`src/rtl/top_bin_to_bcd_pkg.sv`:
```
// Shared types for the sequential binary-to-BCD converter: FSM state and BCD digit.
package top_bin_to_bcd_pkg;

  typedef enum logic {
    IDLE = 1'b0,
    CONV = 1'b1
  } state_t;

  typedef logic [3:0] bcd_digit_t;

  localparam bcd_digit_t ADD3_THRESH = 4'd5;
  localparam bcd_digit_t ADD3_VALUE  = 4'd3;

  // Double-dabble correction: a digit >= 5 would exceed 9 after the next shift.
  function automatic bcd_digit_t add3(input bcd_digit_t d);
    return (d >= ADD3_THRESH) ? bcd_digit_t'(d + ADD3_VALUE) : d;
  endfunction

endpackage

```
`src/rtl/top_bin_to_bcd_add3_digit.sv`:
```
// Single-digit add-3 correction cell used by the double-dabble datapath.
module bcd_add3_digit
  import top_bin_to_bcd_pkg::*;
(
  input  bcd_digit_t digit_i,
  output bcd_digit_t digit_c_o
);

  assign digit_c_o = add3(digit_i);

endmodule

```
`src/rtl/top_bin_to_bcd.sv`:
```
// Sequential double-dabble binary-to-BCD converter, one input bit per clock, MSB first.
// Optional overflow flag output enabled by defining TOP_BIN_TO_BCD_OVF_EN.
module top_bin_to_bcd
  import top_bin_to_bcd_pkg::*;
#(
  parameter int unsigned BIN_W  = 15,
  parameter int unsigned DIGITS = 6
) (
  input  logic                  clk,
  input  logic                  rst,
  input  logic                  load,
  input  logic [BIN_W-1:0]      binaryNumber,
  output logic [4*DIGITS-1:0]   BinaryDecimal,
  output logic                  enaOut
`ifdef TOP_BIN_TO_BCD_OVF_EN
  ,
  output logic                  ovf
`endif
);

  localparam int unsigned CNT_W = $clog2(BIN_W + 1);
  localparam int unsigned BCD_W = 4 * DIGITS;

  state_t             state_q;
  logic [BIN_W-1:0]   shift_q;
  logic [BCD_W-1:0]   scratch_q;
  logic [BCD_W-1:0]   adj_c;
  logic [BCD_W-1:0]   scratch_d;
  logic [CNT_W-1:0]   cnt_q;

  for (genvar g = 0; g < DIGITS; g++) begin : g_add3
    bcd_add3_digit u_add3 (
      .digit_i   (scratch_q[4*g +: 4]),
      .digit_c_o (adj_c[4*g +: 4])
    );
  end

  // Corrected scratch shifted left with the next binary bit; the top bit falls off.
  assign scratch_d = BCD_W'({adj_c, shift_q[BIN_W-1]});

`ifdef TOP_BIN_TO_BCD_OVF_EN
  logic carry_c;
  logic ovf_acc_q;

  assign carry_c = adj_c[BCD_W-1];
`endif

  always_ff @(posedge clk) begin
    if (rst) begin
      state_q       <= IDLE;
      shift_q       <= '0;
      scratch_q     <= '0;
      cnt_q         <= '0;
      BinaryDecimal <= '0;
      enaOut        <= 1'b0;
`ifdef TOP_BIN_TO_BCD_OVF_EN
      ovf_acc_q     <= 1'b0;
      ovf           <= 1'b0;
`endif
    end else begin
      enaOut <= 1'b0;
      case (state_q)
        IDLE: begin
          if (load) begin
            shift_q   <= binaryNumber;
            scratch_q <= '0;
            cnt_q     <= CNT_W'(BIN_W);
            state_q   <= CONV;
`ifdef TOP_BIN_TO_BCD_OVF_EN
            ovf_acc_q <= 1'b0;
`endif
          end
        end
        CONV: begin
          scratch_q <= scratch_d;
          shift_q   <= shift_q << 1;
          cnt_q     <= cnt_q - CNT_W'(1);
`ifdef TOP_BIN_TO_BCD_OVF_EN
          ovf_acc_q <= ovf_acc_q | carry_c;
`endif
          if (cnt_q == CNT_W'(1)) begin
            BinaryDecimal <= scratch_d;
            enaOut        <= 1'b1;
            state_q       <= IDLE;
`ifdef TOP_BIN_TO_BCD_OVF_EN
            ovf           <= ovf_acc_q | carry_c;
`endif
          end
        end
        default: state_q <= IDLE;
      endcase
    end
  end

endmodule

```
`config.mk`:
```
export PLATFORM = sky130hd
export DESIGN_NAME = top_bin_to_bcd
export DESIGN_NICKNAME = d
export VERILOG_FILES = /design/src/rtl/top_bin_to_bcd_pkg.sv /design/src/rtl/top_bin_to_bcd_add3_digit.sv /design/src/rtl/top_bin_to_bcd.sv
export SDC_FILE = /design/constraint.sdc
export NUM_CORES = 1
export LEC_CHECK = 0
export CORE_MARGIN = 3
export CORE_UTILIZATION = 35
export DETAILED_ROUTE_END_ITERATION = 12
export GPL_TIMING_DRIVEN = 0
export PLACE_DENSITY = 0.56
export SLEW_MARGIN = 20
export SYNTH_ARGS = -nofsm -noshare
export SYNTH_HDL_FRONTEND = slang
export SYNTH_SLANG_ARGS = --single-unit
```
`constraint.sdc`:
```
create_clock -name clk -period 3.9 [get_ports clk]
set_clock_uncertainty 0.2 [all_clocks]
set_input_delay 0.975 -clock clk [delete_from_list [all_inputs] [get_ports clk]]
set_output_delay 0.975 -clock clk [all_outputs]
set_load 0.01 [all_outputs]
```
# After elaboration in Yosys (flattened, before gate mapping)
# Cells that the tools add are included.
[totals]
word_cells = 40
register_bits = 69
input_bits = 18
[classes]
n_addsub = 7
magnitude_cmp = 6
reduce_logical = 2
n_mux = 16
bitwise_logic = 1
n_eq_ne = 2
[op_table]
columns = ["operator", "count"]
rows = [
  ["one-hot mux 24 bit (2 select lines)", 1],
  ["one-hot mux 15 bit (2 select lines)", 1],
  [">= comparator 4 x 3 -> 1 bit (second input constant)", 6],
  ["two-way mux 24 bit", 1],
  ["two-way mux 4 bit", 6],
  ["adder 4 x 2 -> 4 bit (second input constant)", 5],
  ["two-way mux 15 bit", 1],
  ["one-hot mux 4 bit (2 select lines)", 1],
  ["equality test 4 x 1 -> 1 bit (second input constant)", 1],
  ["subtractor 4 x 1 -> 4 bit (second input constant)", 1],
  ["adder 3 x 2 -> 3 bit (second input constant)", 1],
  ["two-way mux 1 bit", 3],
  ["two-way mux 3 bit", 1],
  ["inequality test 2 bit (second input constant)", 1],
  ["one-hot mux 1 bit (2 select lines)", 1],
  ["AND reduction 2 bit", 1],
  ["OR reduction 2 bit", 1],
  ["NOT 1 bit", 1],
]

# Longest topological paths before layout
[logic_depth]
word_depth = 3
mapped_depth = 8
depth_no_buf = 7

# Cells and area by module
# A second synthesis with hierarchy kept.
[hier_totals]
cells_unflattened = 347
hier_area_um2 = 3258.1
[by_module_without_submodules]
columns = ["mod", "seq_area_each_um2", "cells_each", "area_per_inst_um2", "instances"]
rows = [
  ["top_bin_to_bcd", 1381.3, 251, 2650.0, 1],
  ["bcd_add3_digit", 0.0, 16, 101.3, 6],
]

# Least setup slack after synthesis
# No wires, ideal clock.
[synth_path]
path_type = "input-to-reg"
startpoint = "in load"
endpoint = "reg shift_q[4]"
arrival_time_ns = 1.514
stages = 5
t_required_ns = 3.583
setup_ns = 0.117
setup_slack_ns = 2.069
path_cell_list = "buf_4 mux2i_1 nor2_1 a21oi_1 nor2_1"
[synth_between]
elab_chain_cells = 1
[synth_rtl]
columns = ["item", "line_no", "rtl"]
rows = [
  ["start: declaration", "top_bin_to_bcd.sv:11", "input logic load,"],
  ["inequality test 2 bit (no source line)", "--", ""],
  ["end signal: assignment", "top_bin_to_bcd.sv:65", "shift_q <= binaryNumber;"],
  ["end signal: assignment", "top_bin_to_bcd.sv:76", "shift_q <= shift_q << 1;"],
  ["end: declaration", "top_bin_to_bcd.sv:25", "logic [BIN_W-1:0] shift_q;"],
]
# No other way between the ends.
# A chain may end at the register's enable or synchronous reset.

# Worst setup path after layout
[layout_path]
startpoint = "reg BinaryDecimal[4]"
endpoint = "out BinaryDecimal[4]"
[layout_rtl]
columns = ["item", "line_no", "rtl"]
rows = [
  ["start: declaration", "top_bin_to_bcd.sv:13", "output logic [4*DIGITS-1:0] BinaryDecimal,"],
  ["start signal: assignment", "top_bin_to_bcd.sv:82", "BinaryDecimal <= scratch_d;"],
]
# No word-level cell between the ends.

==> reports/qor.yml <==
status: "completed"
crit_chain: "clkdlybuf4s50_1"
syn_avg_cell_area_um2: 9.65
synth-seq-cells: 69
cts_buffers: 9
port_buffers: 42
clockRootBuffer: "clkbuf_8"
rr_worst_depth: 6
core-area_um2: 8380
fin_tns_setup_ps: 0
mappedNetlistArea_um2: 3070
via_count: 2492
yosysSeqAreaShare: 0.450
crit_path_end_kind: "output pin"
min_period_over_period: 0.626
power_frac_clock: 0.405
path_buf_inv: 1
post-dp-hpwl_mm: 4.97
clock-sinks: 69
grt_start_max_net_pins: 13
startpoint: "BinaryDecimal[4]"
p_total_uw: 1430
synth_top_family_by_area: "compound AO/OA/AOI/OAI gates"
h-tree-depth: 3
setup_viol: 0
power_density_nw_per_um2: 375
finalHoldViolations: 0
synthMuxAreaShare: 0.0722
grt_overflow: 0
start_util: 0.366
ant_nets: 0
synth_top_area_share: 0.450
row_count: 33
synth_xor_area_frac: 0.0171
synthSimpleGateAreaFrac: 0.137
ir_drop_v: 0.000158
yosys_most_used_dff: "dfxtp_1"
power_frac_seq: 0.511
worstSetupPathType: "flop to output pin"
synth_fa_ha_area_frac: 0.0571
cp.depth: 1
synth_edf_count: 0
final-max-slew-violation-count: 0
drt-initial-drc-count: 169
max_slew_margin: 0.690
synth_fp_nets: 350
vias_per_cell: 5.18
grt_pass1_wl_mm: 12.2
fp.dieH_um: 99.6
grt_pass1_vias: 2424
dpl_cell_area_um2: 3620
yosys_warnings: 0
switchingPower_uw: 366
drc_errors: 0
dr.pass1.iters: 4
p_leak_uw: 0.00146
switching_share: 0.256
min_period_ps: 2440
cp_slowest_cell: "clkdlybuf4s50_1"
ioPinCount: 43
postCtsResizedCells: 0
cts_tree: "built"
cp_top_family: "buffers and inverters"
dieWidth_um: 99.6
cts_buffer_depth: 2
cp-start-kind: "flop"
endpoint: "BinaryDecimal[4]"
worstHoldPathType: "flop to flop"
post-place-ws_ps: 1250
max_stage_delay_ps: 550
gp_congestion: 0.833
rsz0062_at_grt: "no"
cts.reportedPaths.clkPinSlew_ps: 70
syn_to_final_growth_pct: 24.2
antenna_cells: 0
tightest_slew_ps: 465
ys_top_cells_by_count: "69 x dfxtp_1, 33 x a21oi_1, 31 x nor2_1, 25 x a22o_1, 21 x mux2i_1"
timing.reg2reg.setup_slack_ps: 2130
ctsHoldBuffers: 0
synth.most_common_cell: "dfxtp_1"
grt_antenna_before_repair: 0
p_int_uw: 1060
async_reset_ff_frac: 0
yosysUniqueCellTypes: 29
synth_cells: 318
cp_data_arrival_time_ps: 1270
r2r_end: "scratch_q[2]"
crit_required_ps: 2720
clock_latency_ps: 350
r2r_start: "scratch_q[0]"
setup_ws_ps: 1460
design_area_um2: 3810
grt_util_all_layers: 0.156
nNetsFinal: 403
avgRoutedWirePerCell_um: 14.7
yosys.area.top_type: "dfxtp_1"
cp_max_fo: 2
wirelength_mm: 7.08
max_cap_viol_count: 0
p_comb_frac: 0.084
synth_compound_area_frac: 0.210
post_cts_buffers: 0
max_freq_ghz: 0.410
drive_above_1_share: 0.117
yosys-top-cells-area: "dfxtp_1 45%, a22o_1 7.1%, mux2i_1 6.9%, ha_1 5.7%, a21oi_1 5.4%"
die_area_um2: 9930
cells by family (layout without fill, tap and decap cells):
group / count (synthesis) / count (layout)
compound gates: 95 / 95
fa+ha+maj: 14 / 14
buf+inv: 33 / 91
flops: 69 / 69
simple gates: 79 / 79
xor+xnor: 6 / 6
mux: 22 / 22
layout make-up:
class,count,area [um2]
multi-input cells,216,1520
well taps,105,131
repair buffers,42,420
clock buffers,9,124
flip-flops and latches,69,1380
clock inverters,7,66.3
plain buffers,17,110
fillers,814,4570
inverters,16,60.1
routing by layer:
metal / track usage / share of wire / up-vias
met2: 0.230 / 0.42 / 41
met4: 0.0651 / 0.018 / 0
li1: - / - / 1246
met5: 0 / 0 / -
met3: 0.0379 / 0.038 / 12
met1: 0.218 / 0.52 / 1193
worst reg2reg max path, stage by stage (launching register included):
cell,delay (ps)
dfxtp_1,350
inv_1,90
ha_1,250
nand2b_1,120
a21oi_2,210
mux2i_1,340
a22o_1,170
sequential cells by signal (all words and copies together), names as in the netlist:
name	cells
BinaryDecimal	24
scratch_q	24
shift_q	15
cnt_q	4
enaOut	1
state_q	1
cell usage in the layout (no fill, tap or decap), types with 3 or more instances in the layout:
master / n
ha_1: 14
nand3_1: 6
nand2b_1: 8
mux2i_1: 21
a21oi_2: 6
o21ai_1: 10
a21oi_1: 33
nor2_1: 31
a22o_1: 25
nor3b_1: 17
nor3_1: 6
clkdlybuf4s50_1: 42
inv_1: 15
dfxtp_1: 69
buf_6: 3
buf_2: 10
clkbuf_8: 9
nand2_1: 6
xnor2_1: 6
o2bb2ai_1: 11
o21ai_0: 6
buf_4: 3
clkinv_2: 4
worst min-delay path by stage:
stage	from	end	slack, ps	depth (start not counted)
finish	BinaryDecimal[12]	BinaryDecimal[12]	270	1
global route	BinaryDecimal[12]	BinaryDecimal[12]	280	1
CTS	BinaryDecimal[15]	BinaryDecimal[15]	270	1
detailed placement	BinaryDecimal[15]	BinaryDecimal[15]	250	1
global placement	BinaryDecimal[7]	BinaryDecimal[7]	250	1
floorplan	scratch_q[21]	scratch_q[21]	250	1
power by group through the flow:
| stage | combinational, uW | sequential (uW) | clock (uW) |
|---|---|---|---|
| finish | 121 | 731 | 579 |
| global route | 134 | 733 | 632 |
| CTS | 122 | 731 | 592 |
| detailed placement | 122 | 747 | 0 |
| global placement | 121 | 747 | 0 |
| floorplan | 78.0 | 745 | 0 |
metrics by stage:
stage / hold slack, ps / instances / utilization
finish: 269 / 481 / 0.455
global route: 283 / 481 / 0.455
CTS: 271 / 481 / 0.455
detailed placement: 250 / 465 / 0.432
global placement: 249 / 465 / 0.432
floorplan: 249 / 318 / -
Power figures use the tool's default switching activity.
